[config.mk]
export PLATFORM = sky130hd
export DESIGN_NAME = float32_to_fltn_cplx_pipe
export DESIGN_NICKNAME = d
export VERILOG_FILES = /design/src/rtl/float32_to_fltn_cplx_pipe.sv
export SDC_FILE = /design/constraint.sdc
export NUM_CORES = 1
export LEC_CHECK = 0
export BUFFER_PORTS_ARGS = -buffer_cell sky130_fd_sc_hd__clkbuf_2
export CORE_MARGIN = 5
export CORE_UTILIZATION = 30
export DETAILED_ROUTE_END_ITERATION = 16
export GPL_TIMING_DRIVEN = 0
export PLACE_DENSITY_LB_ADDON = 0.25
export SLEW_MARGIN = 20
export SYNTH_ARGS = -nofsm -noshare
export SYNTH_HDL_FRONTEND = slang
export SYNTH_SLANG_ARGS = --single-unit
[constraint.sdc]
create_clock -name clk -period 3 [get_ports clk]
set_input_delay 0.75 -clock clk [delete_from_list [all_inputs] [get_ports clk]]
set_output_delay 0.75 -clock clk [all_outputs]
set_load 0.05 [all_outputs]
[src/rtl/float32_to_fltn_cplx_pipe.sv]
// float32_to_fltn_cplx_pipe: 3-stage multi-lane complex float32 to reduced-float converter; FLT_RNE_EN selects round-to-nearest-even, else truncation
module float32_to_fltn_cplx_pipe #(
  parameter int NUM_LANES = 1,
  parameter int OUT_EXP_W = 8,
  parameter int OUT_MAN_W = 9
)(
  input  logic                                      clk,
  input  logic                                      rst,
  input  logic                                      s_valid,
  output logic                                      s_ready,
  input  logic [NUM_LANES*64-1:0]                   s_data,
  output logic                                      m_valid,
  input  logic                                      m_ready,
  output logic [NUM_LANES*2*(1+OUT_EXP_W+OUT_MAN_W)-1:0] m_data,
  output logic [NUM_LANES*2-1:0]                    m_ovf,
  output logic [NUM_LANES*2-1:0]                    m_unf
);
  localparam int W = 2*NUM_LANES;
  localparam int OW = 1+OUT_EXP_W+OUT_MAN_W;
  localparam int D = 23-OUT_MAN_W;
  localparam int OB = (1<<(OUT_EXP_W-1))-1;
  localparam int EMAX = (1<<OUT_EXP_W)-1;
  localparam logic [OUT_MAN_W-1:0] QM = OUT_MAN_W'(1) << (OUT_MAN_W-1);
`ifdef FLT_RNE_EN
  localparam int KW = 23;
`else
  localparam int KW = OUT_MAN_W;
`endif
  logic adv, v1, v2;
  assign adv = ~m_valid | m_ready;
  assign s_ready = adv;
  // stage valid chain, frozen as a whole when the output is stalled
  always_ff @(posedge clk)
    if (rst) {v1, v2, m_valid} <= '0;
    else if (adv) {v1, v2, m_valid} <= {s_valid, v1, v2};
  for (genvar w = 0; w < W; w++) begin : g_w
    logic [31:0] x;
    logic s1_s, s1_u, s2_s, s2_u, ov, un, inc, ovf, unf;
    logic [1:0] s1_c, s2_c;
    logic signed [9:0] s1_e, s2_e;
    logic [KW-1:0] s1_m;
    logic [OUT_MAN_W-1:0] s2_m;
    logic [OUT_MAN_W:0] sum;
    logic [OW-1:0] pk, od;
    assign x = s_data[32*w +: 32];
    // S1: classify (0 normal, 1 zero/denormal, 2 inf, 3 nan) and rebias exponent
    always_ff @(posedge clk)
      if (rst) {s1_s, s1_c, s1_u, s1_e, s1_m} <= '0;
      else if (adv) begin
        s1_s <= x[31];
        s1_c <= x[30:23] == 8'hFF ? (x[22:0] != '0 ? 2'd3 : 2'd2) : x[30:23] == 8'h00 ? 2'd1 : 2'd0;
        s1_u <= x[30:23] == 8'h00 && x[22:0] != '0;
        s1_e <= 10'(x[30:23]) - 10'd127 + 10'(OB);
        s1_m <= x[22 -: KW];
      end
`ifdef FLT_RNE_EN
    assign inc = s1_m[D-1] && ((s1_m & ((23'd1 << (D-1)) - 23'd1)) != '0 || s1_m[D]);
`else
    assign inc = 1'b0;
`endif
    assign sum = {1'b0, s1_m[KW-1 -: OUT_MAN_W]} + (OUT_MAN_W+1)'(inc);
    // S2: apply rounding; a mantissa carry bumps the exponent and leaves m at zero
    always_ff @(posedge clk)
      if (rst) {s2_s, s2_c, s2_u, s2_e, s2_m} <= '0;
      else if (adv) begin
        s2_s <= s1_s;
        s2_c <= s1_c;
        s2_u <= s1_u;
        s2_e <= s1_e + 10'(sum[OUT_MAN_W]);
        s2_m <= sum[OUT_MAN_W-1:0];
      end
    assign ovf = s2_c == 2'd0 && s2_e >= EMAX;
    assign unf = s2_u || (s2_c == 2'd0 && s2_e <= 0);
    assign pk = s2_c == 2'd3 ? {s2_s, {OUT_EXP_W{1'b1}}, QM} :
                (s2_c == 2'd2 || ovf) ? {s2_s, {OUT_EXP_W{1'b1}}, {OUT_MAN_W{1'b0}}} :
                (s2_c == 2'd1 || unf) ? {s2_s, {(OW-1){1'b0}}} :
                {s2_s, s2_e[OUT_EXP_W-1:0], s2_m};
    // S3: register packed word and flags
    always_ff @(posedge clk)
      if (rst) {od, ov, un} <= '0;
      else if (adv) {od, ov, un} <= {pk, ovf, unf};
    assign m_data[OW*w +: OW] = od;
    assign m_ovf[w] = ov;
    assign m_unf[w] = un;
  end
endmodule

==> flow_summary.toml <==
[run_status]
run_status = "finished, final reports clean"

[setup_path]
worstSetupPathType = "input pin to output port"
critPathMaxStageDelay_ns = 0.28
worst_ep_arrival_time_ns = 1.98
timing.critical_path.slowest_stage_cell = "clkbuf_2"
capture_instance_of_the_worst_register_to_register_path = "g_w[0].od[8]"
critical_path.most_common_cell = "clkbuf_2"
crit_buf_inv = 5
timing.critical_path.fanout_max = 10
worst_path_cell_trace = "clkbuf_2 > nor2b_1 > clkbuf_2 > clkinvlp_4 > buf_2 > clkbuf_2"
setup.reg_to_reg.worst_slack_ns = 0.70
critPathTopFamily = "buffers and inverters"
endpoint_type_of_the_worst_setup_path = "output port"
timing.rr.start = "m_valid"
r2r_cells = 8
worstSetupStartpointType = "input pin"
cp.required_ns = 2.25

[clock_tree]
cts_hold_repair.buffers = 0
clk_path_buf_depth = 2
tritoncts = "yes"
clk_pin_slew_worst_paths_ns = 0.06
cts.sink_count = 135
clk_latency_ns = 0.41
cts.root.buffer_cell = "clkbuf_16"
cts_made_buffers = 17
cts-htree-levels = 4

[synthesis]
asyncSetResetFlopFracSynth = 0
share_of_the_synthesized_area_in_compound_gates_ao_oa_aoi_oai = 0.1893
postSynthCellCount = 720
ys_seq_area_frac = 0.4783
synth.net_count = 792
synth.lib_cells_used.distinct = 51
adder_cell_share_of_the_synthesized_area = 0.008857
syn_avg_cell_area_sq_um = 7.848
synth_edf_count = 0
synth-warning-count = 0
ys.flop_type = "dfxtp_1"
simple_gate_fraction_of_synth_area = 0.2473
portion_of_netlist_area_occupied_by_mux_cells = 0
post_synthesis_share_of_cell_area_spent_on_xor_and_xnor_gates = 0.02945
postSynthRegisterBits = 135
syn-cell-area_sq_um = 5650
synth_top_family_by_area = "simple AND/OR/NAND/NOR gates"

[finish]
layout-drive-gt1-share = 0.1801
num_antenna_cells = 0
most-common-layout-cells = "197 x nand2_1, 135 x dfxtp_1, 102 x clkbuf_2, 102 x a21oi_1, 43 x nor2_1"
syn_to_final_growth_pct = 25.51
area_of_combinational_cells_with_multiple_inputs_sq_um = 2684
seqCellArea_sq_um = 2703
final_common_cell = "nand2_1"
stdcell_area_sq_um = 7092
final_nets = 915
fillerInstances = 2020

[timing]
max_slew.worst_pin.slew_ns = 0.9832
timing.final.hold_violations = 0
timing.setup.tns_ns = 0
maxClockFrequency_mhz = 366.5
final_critical_path_setup_slack_ns = 0.2715
slew_headroom = 0.3395
post_route_fraction_of_the_period_consumed_by_the_critical_path = 0.9095
grt_setup_unrepaired = "no"
timing.final.setup_violations = 0
fin_hold_ws_ns = 0.4510
worst_clock_skew_ns = 0.01091
min_period_ns = 2.728
final_max_slew_viol_count = 0

[routing]
route.vias.total = 5221
postRouteWirelength_um = 16540
vias_per_cell = 4.794
antenna_left = 0
post-route-drc-count = 0
routedWlPerCell_um = 15.18
firstDrtPassIters = 5
drt_first_iter_violations = 354

[power]
report.power.total_mw = 4.597
ir_worst_vdd_v = 0.0002935
power.density_cell_area_nw_per_um2 = 648.2
power.leakage_nw = 2.792

[placed_design]
finalWeightedCongestion = 0.7914
dpl_cell_area_sq_um = 6449
placement.setup.worst_slack_ns = -0.5400
detailed_place_hpwl_um = 12400
io_buffer_count = 101

[hold_path]
min-delay-start = "g_w[1].s2_m[5]"
number_of_instances_on_the_worst_hold_path = 2
timing.hold.worst_endpoint = "g_w[1].s2_m[5]"
path_category_of_the_worst_min_delay_check = "register to register"

[floorplanning]
design.die.area_sq_um = 21680
die_y_um = 147.2
start_util = 0.3031
fp-row-count = 50
top_level_ports = 110
core_region_area_sq_um = 18640
die_width_um = 147.2

[global_routing]
vias_in_the_first_global_route = 4986
global_route_wire_length_before_repair_um = 26850
total_global_routing_track_utilization = 0.1538
grt_remaining_overflow = 0
grt_antenna_before_repair = 0
grt_start_max_net_pins = 17

[job]
cap_violations = 0
## cells by family after synthesis
| kind of cell | Yosys count |
|---|---|
| buf+inv | 64 |
| xor+xnor | 19 |
| fa+ha+maj | 4 |
| simple gates | 322 |
| compound gates | 176 |
| flops | 135 |
## synthesized netlist by cell type (3+ instances only)
| cell | count | area [sq um] |
|---|---|---|
| a211oi_1 | 21 | 157.7 |
| a21oi_1 | 102 | 510.5 |
| a22o_1 | 8 | 70.07 |
| a311oi_1 | 4 | 35.03 |
| a31oi_1 | 5 | 31.28 |
| and2_1 | 4 | 25.02 |
| and4_1 | 4 | 35.03 |
| buf_1 | 4 | 15.01 |
| buf_4 | 4 | 30.03 |
| clkbuf_1 | 43 | 161.4 |
| dfxtp_1 | 135 | 2703 |
| ha_1 | 4 | 50.05 |
| inv_1 | 11 | 41.29 |
| nand2_1 | 197 | 739.5 |
| nand3_1 | 23 | 115.1 |
| nand4_1 | 5 | 31.28 |
| nor2_1 | 43 | 161.4 |
| nor3_1 | 15 | 75.07 |
| nor4_1 | 14 | 87.58 |
| o211ai_1 | 3 | 22.52 |
| o21ai_0 | 13 | 65.06 |
| or3_1 | 3 | 18.77 |
| xnor2_1 | 16 | 140.1 |
| xor2_1 | 3 | 26.28 |
## state kept, by name (all words and copies together), names as in the netlist, 2 cells and up
| signal | cells |
|---|---|
| g_w.od | 36 |
| g_w.s1_e | 20 |
| g_w.s2_e | 20 |
| g_w.s1_m | 18 |
| g_w.s2_m | 18 |
| g_w.s1_c | 4 |
| g_w.s2_c | 4 |
| g_w.ov | 2 |
| g_w.s1_s | 2 |
| g_w.s1_u | 2 |
| g_w.s2_s | 2 |
| g_w.s2_u | 2 |
| g_w.un | 2 |
## cell type report
type	instances	area share
timing repair buffer	105	0.07551
tap	234	0.04128
sequential	135	0.3811
multi-input combinational	521	0.3784
inverter	11	0.006351
buffer	52	0.03123
clock inverter	13	0.02558
clock buffer	18	0.06052
## worst register-to-register path, delay by kind of cell, from the launching register on
family,cells,cell delay (ns)
buf+inv,5,1.45
compound gates,2,0.34
flops,1,0.32
simple gates,1,0.12
## power by group
part,switching [mW],internal [mW]
logic,0.330,0.166
registers,0.0554,1.88
clock network,0.782,1.38
## metal layers
| metal | global-route usage | part of all wire | vias up |
|---|---|---|---|
| li1 | - | - | 2730 |
| met4 | 0.04054 | 0.0079 | 0 |
| met2 | 0.2267 | 0.43 | 108 |
| met3 | 0.03886 | 0.043 | 9 |
| met5 | 0 | 0 | - |
| met1 | 0.2234 | 0.52 | 2374 |
## worst max-delay path by stage
| stage | from | cells after the start | slack [ns] | to |
|---|---|---|---|---|
| floorplan | m_ready | 5 | 0.30 | s_ready |
| global placement | m_ready | 7 | -0.56 | s_ready |
| detailed placement | m_ready | 7 | -0.54 | s_ready |
| CTS | m_valid | 5 | 0.02 | s_ready |
| global route | m_ready | 6 | 0.22 | s_ready |
| finish | m_ready | 6 | 0.27 | s_ready |
## metrics by stage
step	cells	utilization
3_5_place_dp	1055	0.3459
2_1_floorplan	720	-
5_1_grt	1089	0.3804
3_3_place_gp	1055	0.3459
4_1_cts	1085	0.3786
6_report	1089	0.3804
## what timing repair did
action	in CTS	in global routing
buffers inserted	0	4
endpoints found under the setup margin	1	1
gates resized for setup	2	1
Note: power is estimated with default switching activity, not from simulation.
